[src/rtl/dispatch_ctrl_pkg.sv]
// Shared types for the decode -> dispatch path.
// - IType, AluFunc, BrFunc: instruction class and function encodings from decode.
// - DispatchTarget: which reservation station a queued instruction goes to.
// - DecodedInst: payload carried through the instruction queue to the stations.
// - route(): maps an instruction class to its reservation station.
package dispatch_ctrl_pkg;

  typedef enum logic [3:0] {
    OP     = 4'd0,
    OPIMM  = 4'd1,
    LUI    = 4'd2,
    AUIPC  = 4'd3,
    BRANCH = 4'd4,
    JAL    = 4'd5,
    JALR   = 4'd6,
    LOAD   = 4'd7,
    STORE  = 4'd8,
    FENCE  = 4'd9,
    SYSTEM = 4'd10
  } IType;

  typedef enum logic [3:0] {
    Add  = 4'd0,
    Sub  = 4'd1,
    Sll  = 4'd2,
    Slt  = 4'd3,
    Sltu = 4'd4,
    Xor  = 4'd5,
    Srl  = 4'd6,
    Sra  = 4'd7,
    Or   = 4'd8,
    And  = 4'd9
  } AluFunc;

  typedef enum logic [2:0] {
    Eq  = 3'd0,
    Neq = 3'd1,
    Lt  = 3'd2,
    Ge  = 3'd3,
    Ltu = 3'd4,
    Geu = 3'd5
  } BrFunc;

  typedef enum logic [1:0] {
    TGT_ALU  = 2'd0,
    TGT_BR   = 2'd1,
    TGT_MEM  = 2'd2,
    TGT_NONE = 2'd3
  } DispatchTarget;

  typedef struct packed {
    IType        iType;
    AluFunc      aluFunc;
    BrFunc       brFunc;
    logic [31:0] pc;
    logic [31:0] imm;
    logic [4:0]  rs1;
    logic [4:0]  rs2;
    logic [4:0]  rd;
  } DecodedInst;

  // Classes without a station (and any unencoded value) map to TGT_NONE.
  function automatic DispatchTarget route(IType t);
    DispatchTarget tgt;
    case (t)
      OP, OPIMM, LUI, AUIPC: tgt = TGT_ALU;
      BRANCH, JAL, JALR:     tgt = TGT_BR;
      LOAD, STORE:           tgt = TGT_MEM;
      default:               tgt = TGT_NONE;
    endcase
    return tgt;
  endfunction

endpackage

[src/rtl/dispatch_ctrl_inst_queue.sv]
// inst_queue: DEPTH-entry FIFO of decoded instructions.
// Ports:
//   clk_in, rst_in   clock, synchronous active-high reset
//   flush_in         empties the queue (pointers and count to 0)
//   push_in, data_in write one entry (ignored when full)
//   pop_in           retire the head entry (ignored when empty)
//   head_out         head entry, all zeros when empty
//   count_out        occupancy, 0..DEPTH
// DEPTH must be a power of two >= 2 so the pointers wrap by overflow.
module inst_queue
  import dispatch_ctrl_pkg::*;
#(
  parameter int unsigned DEPTH = 4
) (
  input  logic                     clk_in,
  input  logic                     rst_in,
  input  logic                     flush_in,
  input  logic                     push_in,
  input  DecodedInst               data_in,
  input  logic                     pop_in,
  output DecodedInst               head_out,
  output logic [$clog2(DEPTH):0]   count_out
);

  localparam int unsigned PtrW = $clog2(DEPTH);
  localparam int unsigned CntW = PtrW + 1;

  DecodedInst            mem_q [DEPTH];
  logic [PtrW-1:0]       wr_ptr_q, rd_ptr_q;
  logic [CntW-1:0]       count_q, count_d;
  logic                  do_push, do_pop;

  assign do_push = push_in && (count_q < CntW'(DEPTH));
  assign do_pop  = pop_in && (count_q != '0);

  always_comb begin
    count_d = count_q;
    case ({do_push, do_pop})
      2'b10:   count_d = count_q + 1'b1;
      2'b01:   count_d = count_q - 1'b1;
      default: count_d = count_q;
    endcase
  end

  always_ff @(posedge clk_in) begin
    if (rst_in || flush_in) begin
      wr_ptr_q <= '0;
      rd_ptr_q <= '0;
      count_q  <= '0;
    end else begin
      if (do_push) wr_ptr_q <= wr_ptr_q + 1'b1;
      if (do_pop)  rd_ptr_q <= rd_ptr_q + 1'b1;
      count_q <= count_d;
    end
  end

  // Storage needs no reset; stale entries are never visible past count.
  always_ff @(posedge clk_in) begin
    if (do_push && !rst_in && !flush_in) begin
      mem_q[wr_ptr_q] <= data_in;
    end
  end

  assign head_out  = (count_q != '0) ? mem_q[rd_ptr_q] : '0;
  assign count_out = count_q;

endmodule

[src/rtl/dispatch_ctrl.sv]
// dispatch_ctrl: in-order dispatch from decode to the ALU, branch and memory
// reservation stations through a small instruction queue.
// Ports:
//   clk_in, rst_in          clock, synchronous active-high reset (acts as flush)
//   flush_in                mispredict flush, empties the queue
//   dec_valid_in/ready_out  decode handshake; payload on iType_in..rd_in
//   alu/br/mem_valid_out    head routed to that station (at most one high)
//   alu/br/mem_ready_in     station can accept
//   inst_out                head payload shared by all stations
//   illegal_out             pulse when an unroutable head is dropped
//   count_out               queue occupancy
// Optional: define DISPATCH_STATS_EN to add stall_cnt_out / disp_cnt_out.
module dispatch_ctrl
  import dispatch_ctrl_pkg::*;
#(
  parameter int unsigned DEPTH = 4
) (
  input  logic                   clk_in,
  input  logic                   rst_in,
  input  logic                   flush_in,
  input  logic                   dec_valid_in,
  output logic                   dec_ready_out,
  input  IType                   iType_in,
  input  AluFunc                 aluFunc_in,
  input  BrFunc                  brFunc_in,
  input  logic [31:0]            pc_in,
  input  logic [31:0]            imm_in,
  input  logic [4:0]             rs1_in,
  input  logic [4:0]             rs2_in,
  input  logic [4:0]             rd_in,
  output logic                   alu_valid_out,
  input  logic                   alu_ready_in,
  output logic                   br_valid_out,
  input  logic                   br_ready_in,
  output logic                   mem_valid_out,
  input  logic                   mem_ready_in,
  output DecodedInst             inst_out,
  output logic                   illegal_out,
  output logic [$clog2(DEPTH):0] count_out
`ifdef DISPATCH_STATS_EN
  ,
  output logic [31:0]            stall_cnt_out,
  output logic [31:0]            disp_cnt_out
`endif
);

  localparam int unsigned CntW = $clog2(DEPTH) + 1;

  DecodedInst    head;
  DecodedInst    new_inst;
  logic [CntW-1:0] count;
  logic          empty;
  logic          push, pop, dispatched;
  DispatchTarget tgt;

  assign new_inst = '{
    iType:   iType_in,
    aluFunc: aluFunc_in,
    brFunc:  brFunc_in,
    pc:      pc_in,
    imm:     imm_in,
    rs1:     rs1_in,
    rs2:     rs2_in,
    rd:      rd_in
  };

  assign empty = (count == '0);
  assign tgt   = route(head.iType);

  // No bypass: a full queue refuses even when the head leaves this cycle.
  assign dec_ready_out = !rst_in && (count < CntW'(DEPTH));
  assign push          = dec_valid_in && dec_ready_out;

  // Valids depend only on registered head/count, never on station ready.
  always_comb begin
    alu_valid_out = 1'b0;
    br_valid_out  = 1'b0;
    mem_valid_out = 1'b0;
    illegal_out   = 1'b0;
    if (!rst_in && !empty) begin
      unique case (tgt)
        TGT_ALU:  alu_valid_out = 1'b1;
        TGT_BR:   br_valid_out  = 1'b1;
        TGT_MEM:  mem_valid_out = 1'b1;
        TGT_NONE: illegal_out   = 1'b1;
      endcase
    end
  end

  assign dispatched = (alu_valid_out && alu_ready_in) ||
                      (br_valid_out && br_ready_in) ||
                      (mem_valid_out && mem_ready_in);

  // An unroutable head is dropped without waiting on any station.
  assign pop = dispatched || illegal_out;

  assign inst_out  = rst_in ? '0 : head;
  assign count_out = count;

  inst_queue #(
    .DEPTH(DEPTH)
  ) u_inst_queue (
    .clk_in   (clk_in),
    .rst_in   (rst_in),
    .flush_in (flush_in),
    .push_in  (push),
    .data_in  (new_inst),
    .pop_in   (pop),
    .head_out (head),
    .count_out(count)
  );

`ifdef DISPATCH_STATS_EN
  logic stalled;
  assign stalled = (alu_valid_out && !alu_ready_in) ||
                   (br_valid_out && !br_ready_in) ||
                   (mem_valid_out && !mem_ready_in);

  // Cleared by reset only; a flush leaves the totals intact.
  always_ff @(posedge clk_in) begin
    if (rst_in) begin
      stall_cnt_out <= '0;
      disp_cnt_out  <= '0;
    end else begin
      if (stalled)    stall_cnt_out <= stall_cnt_out + 32'd1;
      if (dispatched) disp_cnt_out  <= disp_cnt_out + 32'd1;
    end
  end
`endif

endmodule

[config.mk]
export PLATFORM = sky130hd
export DESIGN_NAME = dispatch_ctrl
export DESIGN_NICKNAME = d
export VERILOG_FILES = /design/src/rtl/dispatch_ctrl_pkg.sv /design/src/rtl/dispatch_ctrl_inst_queue.sv /design/src/rtl/dispatch_ctrl.sv
export SDC_FILE = /design/constraint.sdc
export NUM_CORES = 1
export LEC_CHECK = 0
export CAP_MARGIN = 20
export CORE_MARGIN = 5
export CORE_UTILIZATION = 24
export DETAILED_ROUTE_END_ITERATION = 16
export PLACE_DENSITY = 0.53
export SYNTH_ARGS = -nofsm -noshare
export SYNTH_HDL_FRONTEND = slang
export SYNTH_SLANG_ARGS = --single-unit
[constraint.sdc]
create_clock -name clk_in -period 5.9 [get_ports clk_in]
set_clock_uncertainty 0.15 [all_clocks]
set_input_delay 0.885 -clock clk_in [delete_from_list [all_inputs] [get_ports clk_in]]
set_output_delay 0.885 -clock clk_in [all_outputs]
set_load 0.02 [all_outputs]
Word level (Yosys, flattened, before mapping) --
Memory sizes are Yosys's and may differ from the RTL's. A register that Yosys moved wholly into a read port is not among the register bits. Index checks and enable logic that the tools add are counted.
Storage, ports and cells: register bits after elaboration 7, RAM bits 360, bits in read-only memories 32, output and inout port bits 98, word-level logic and storage cells 51, memories kept 2
Operators by class: add/sub/neg operators 4, magnitude comparators 1, equality and inequality tests 5, mux-type cells 15, reductions and logical operators 21
Memory list:
- u_inst_queue.mem_q | words 4, bits a word 90, read ports 1, clocked after memory_dff 1, wr ports 1, RTL line dispatch_ctrl_inst_queue.sv:28 | DecodedInst mem_q [DEPTH];
- (no name shown) | words 16, bits a word 2, read ports 1, clocked after memory_dff 0, wr ports 0, RTL line dispatch_ctrl_pkg.sv:65 | case (t)
Operators by type and width (count):
- 90-bit two-way mux | 2
- 1-bit logical AND | 10
- 1-bit two-way mux | 10
- 2-bit == test (second input constant) | 3
- 3-bit case mux with 2 select lines | 1
- 2-bit by 1-bit adder with 2-bit output (second input constant) | 2
- 2-bit by 1-bit == test with 1-bit output (second input constant) | 2
- 1-bit logical OR | 4
- 2-bit two-way mux | 2
- 3-bit by 1-bit adder with 3-bit output (second input constant) | 1
- 1-bit logical NOT | 3
- 3-bit logical NOT | 1
- 3-bit < comparator (second input constant) | 1
- 3-bit nonzero test | 1
- 3-bit by 1-bit subtractor with 3-bit output (second input constant) | 1
- 2-bit logical NOT | 1
- 2-bit nonzero test | 1

Depth between registers and ports, before layout --
An unclocked memory read counts as a cell.
word-level depth 13, depth in mapped cells 11

Cells and area by module --
A second synthesis with hierarchy kept.
Unflattened totals: cell total of the unflattened synthesis 741, area, all modules 14777.9 sq um
By module, submodules not included:
- inst_queue | instances 1, cells an instance 623, area an instance 14067.2 sq um
- dispatch_ctrl | instances 1, cells an instance 118, area an instance 710.7 sq um

Worst setup path after synthesis --
No wires, ideal clock.
path kind input-to-reg, from input rst_in, to memory u_inst_queue.mem_q[0][0] (netlist name), enable pin, data arrival time 3719 ps, required time 5291 ps, path slack 1572 ps, cell stages on the path 4, buffers on the path 0, cell sequence nor2_1 -> nand2_1 -> nor2_1 -> and2_1
On the way: cells in the longest elaborated chain, start to end 8
RTL lines:
- start, declared | RTL line dispatch_ctrl.sv:19 | input logic rst_in,
- 1-bit logical NOT (*) | RTL line dispatch_ctrl_inst_queue.sv:59, dispatch_ctrl.sv:71
- 1-bit logical AND | RTL line dispatch_ctrl.sv:71 | assign dec_ready_out = !rst_in && (count < CntW'(DEPTH));
- 1-bit logical AND | RTL line dispatch_ctrl.sv:72 | assign push = dec_valid_in && dec_ready_out;
- 1-bit logical AND | RTL line dispatch_ctrl_inst_queue.sv:33 | assign do_push = push_in && (count_q < CntW'(DEPTH));
- 1-bit logical AND (*) (2 in series) | RTL line dispatch_ctrl_inst_queue.sv:59 | if (do_push && !rst_in && !flush_in) begin
- 1-bit two-way mux (*) | RTL line dispatch_ctrl_inst_queue.sv:59
- 1-bit two-way mux (implied by the code) (*) | RTL line dispatch_ctrl_inst_queue.sv:60 | mem_q[wr_ptr_q] <= data_in;
- end, declared | RTL line dispatch_ctrl_inst_queue.sv:28
Mark *: on every way between the ends. The rest lies on a longest branch, timed or not.

==> impl_metrics.csv <==
group,metric,value,unit
sta,grt_setup_unrepaired,"false",
synthesis,synth_area_per_cell,21.96,um2
sta,max_freq,223.8,MHz
power,p_switching,1.112,mW
min_path,min_from,"u_inst_queue.rd_ptr_q[1]",
min_path,min_path_type,"flip-flop to flip-flop",
floorplanning,io_pins,195,
synthesis,synth-adder-area-share,0.5821,%
sta,min_period,4.468,ns
power,power.leakage,5.661,nW
synthesis,async_flop_share,0,%
floorplanning,dieArea,64080,um2
sta,drv_slew,0,
worst_setup_path,cp.arrival,3.43,ns
drt,detail_route.first_pass.iterations,4,
power,power_density,307.0,nW/um2
drt,initialDrtViolationCount,323,
synthesis,synthFlopType,"edfxtp_1",
floorplanning,fp.dieW,253.1,um
sta,setup_violations,0,
synthesis,synth_top_family_by_area,"multiplexers",
clock_tree,post_cts_buffers,0,
global_routing,grt_pass1_wl,48.42,mm
floorplanning,design.core.area,58800,um2
sta,slew_headroom,38.38,%
worst_setup_path,worstPathMaxFanout,35,
synthesis,synth_edf_count,360,
power,p_clk_share,45.2,%
clock_tree,clock_path_buffers,3,
clock_tree,htreeDepth,2,
sta,period_share,75.73,%
synthesis,ys_ff_latch,369,
drt,drc,0,
synthesis,syn-num-nets,749,
cells_and_area,drive_gt1_share,19.93,%
floorplanning,num_rows,89,
worst_setup_path,worst_ep_required_time,4.87,ns
power,internal_power,4.568,mW
sta,tightest_slew,0.9243,ns
worst_setup_path,critPathLaunchType,"flip-flop",
global_routing,grt_use_total,9.938,%
global_routing,grt_antenna_before_repair,2,
synthesis,yosys.area_share.simple,5.415,%
placed_design,place_congestion,0.6815,
global_routing,grt_pass1_vias,7609,
clock_tree,ctsResizeCount,0,
synthesis,syn_area,14190,um2
synthesis,synth_compound_area_share,0.6085,%
clock_tree,clk-insertion-delay-late,0.54,ns
sta,final-hold-violation-count,0,
clock_tree,cts_tree,"yes",
drt,routedWlPerCell,19.20,um
clock_tree,clk_pin_slew,0.06,ns
clock_tree,hold_buffers,0,
power,p_comb_share,3.6,%
global_routing,grt_max_degree,61,
synthesis,netlist_instances,646,
synthesis,synthMuxAreaShare,14.66,%
job,maxCapViolations,0,
power,totalPowerFinal,5.680,mW
power,p_sw_share,19.58,%
clock_tree,cts_made_buffers,43,
synthesis,yosysUniqueCellTypes,31,
placed_design,hpwl,18.94,mm
clock_tree,cts-root-buf,"clkbuf_16",
power,pwr-share-seq,51.2,%
power,ir_drop,0.0002059,V
global_routing,overflow,0,
cells_and_area,syn_to_final_growth,30.40,%
worst_setup_path,r2r_setup_slack,2.10,ns
synthesis,yosysSeqAreaShare,77.47,%
drt,via_per_inst,4.103,
drt,antenna_left,0,
worst_setup_path,endpoint_kind,"output pin",
cells_and_area,nNetsFinal,971,
status,status,"complete, no violations",
drt,vias,6861,
clock_tree,cts.sinks,369,
worst_setup_path,path_class,"flip-flop to output pin",
synthesis,yosys_warnings,0,
placed_design,io_buffers,194,
floorplanning,initial_core_util,24.13,%
synthesis,synth-xor-area-share,0.1852,%
sta,final.setup.tns,0,ns
floorplanning,dieHeight,253.1,um
drt,wl,32.11,mm
[cell families after synthesis]
logic type / count (synthesis)
DFF: 369
and+or+nand+nor: 127
muxes: 94
buffers and inverters: 36
AOI/OAI and AO/OA: 11
adders and majority gates: 6
xor gates and xnor gates: 3
[Yosys cell counts, types with 2 or more instances]
library cell / instances / area share (%)
edfxtp_1: 360 / 76
and2_1: 96 / 4.2
mux4_2: 91 / 14
clkbuf_1: 17 / 0.45
nor2_1: 12 / 0.32
buf_2: 9 / 0.32
dfxtp_1: 9 / 1.3
inv_1: 6 / 0.16
ha_1: 5 / 0.44
nand2_1: 5 / 0.13
a21oi_1: 4 / 0.14
buf_1: 3 / 0.079
mux2i_1: 3 / 0.21
nor3_1: 3 / 0.11
or3_1: 3 / 0.13
a31oi_1: 2 / 0.088
o21ai_0: 2 / 0.071
or2_2: 2 / 0.088
xor2_1: 2 / 0.12
[metrics by stage]
step	hold WS (ns)	instances	utilization, %	worst slack (ns)	area, um2
2_1_floorplan	0.2963	646	-	1.572	14190
3_3_place_gp	0.3122	1596	29.13	1.830	17130
3_5_place_dp	0.3123	1596	29.13	1.834	17130
4_1_cts	0.3310	1671	31.46	1.242	18500
5_1_grt	0.3751	1671	31.46	1.133	18500
6_report	0.3277	1672	31.46	1.432	18500
[path summary, 6_finish.rpt]
path / end / cells after the start
worst max register to register: u_inst_queue.count_out[2] / 10
worst min-delay path: flip-flop / 2
worst min register to register: flip-flop / 2
worst max-delay path: inst_out[76] / 4
[routing by layer]
metal	vias up	part of all wire, %	track usage, %
met1	3564	43	12.96
met5	-	0.040	0
li1	3074	-	-
met2	166	48	16.14
met4	2	2.1	2.746
met3	55	6.0	3.112
[cell usage in the layout, fill, tap and decap left out, drive strengths merged, types with 2 or more instances in the layout]
cell type | Yosys | layout
edfxtp | 360 | 360
clkdlybuf4s50 | 0 | 194
and2 | 96 | 96
mux4 | 91 | 91
clkbuf | 17 | 50
clkinv | 0 | 18
buf | 13 | 13
nor2 | 12 | 12
dfxtp | 9 | 9
inv | 6 | 7
nand2 | 5 | 5
ha | 5 | 5
a21oi | 4 | 4
bufinv | 0 | 4
nor3 | 3 | 3
or3 | 3 | 3
mux2i | 3 | 3
a31oi | 2 | 2
o21ai | 2 | 2
or2 | 2 | 2
xor2 | 2 | 2
clkinvlp | 0 | 2
[power groups by stage]
stage | Clock, mW | Sequential, mW | Combinational, mW
floorplan | 0 | 2.96 | 0.0711
global placement | 0 | 2.96 | 0.205
detailed placement | 0 | 2.96 | 0.209
CTS | 2.66 | 2.91 | 0.210
global route | 2.77 | 2.91 | 0.222
finish | 2.57 | 2.91 | 0.205
[state kept, by name (all words and copies together), names as in the netlist, named ones only]
| name | cells |
|---|---|
| u_inst_queue.wr_ptr_q | 2 |
| u_inst_queue.count_out | 3 |
| u_inst_queue.mem_q | 360 |
| u_inst_queue.rd_ptr_q | 2 |
[critical path, stage by stage (launching register included)]
cell and delay (ns):
dfxtp_4 0.85, buf_4 0.65, mux4_2 0.62, and2_1 0.17, clkdlybuf4s50_1 0.53
[area by class of cell]
type                    instances  area [um2]
diodes                          1       2.502
flip-flops and latches        369       11000
clock inverters                25       227.7
clock buffers                  50        1145
fillers                      5691       40300
inverters                       6       22.52
multi-input cells             241        3060
well taps                     773       967.2
repair buffers                207        2077
(Power assumes the default switching activity.)
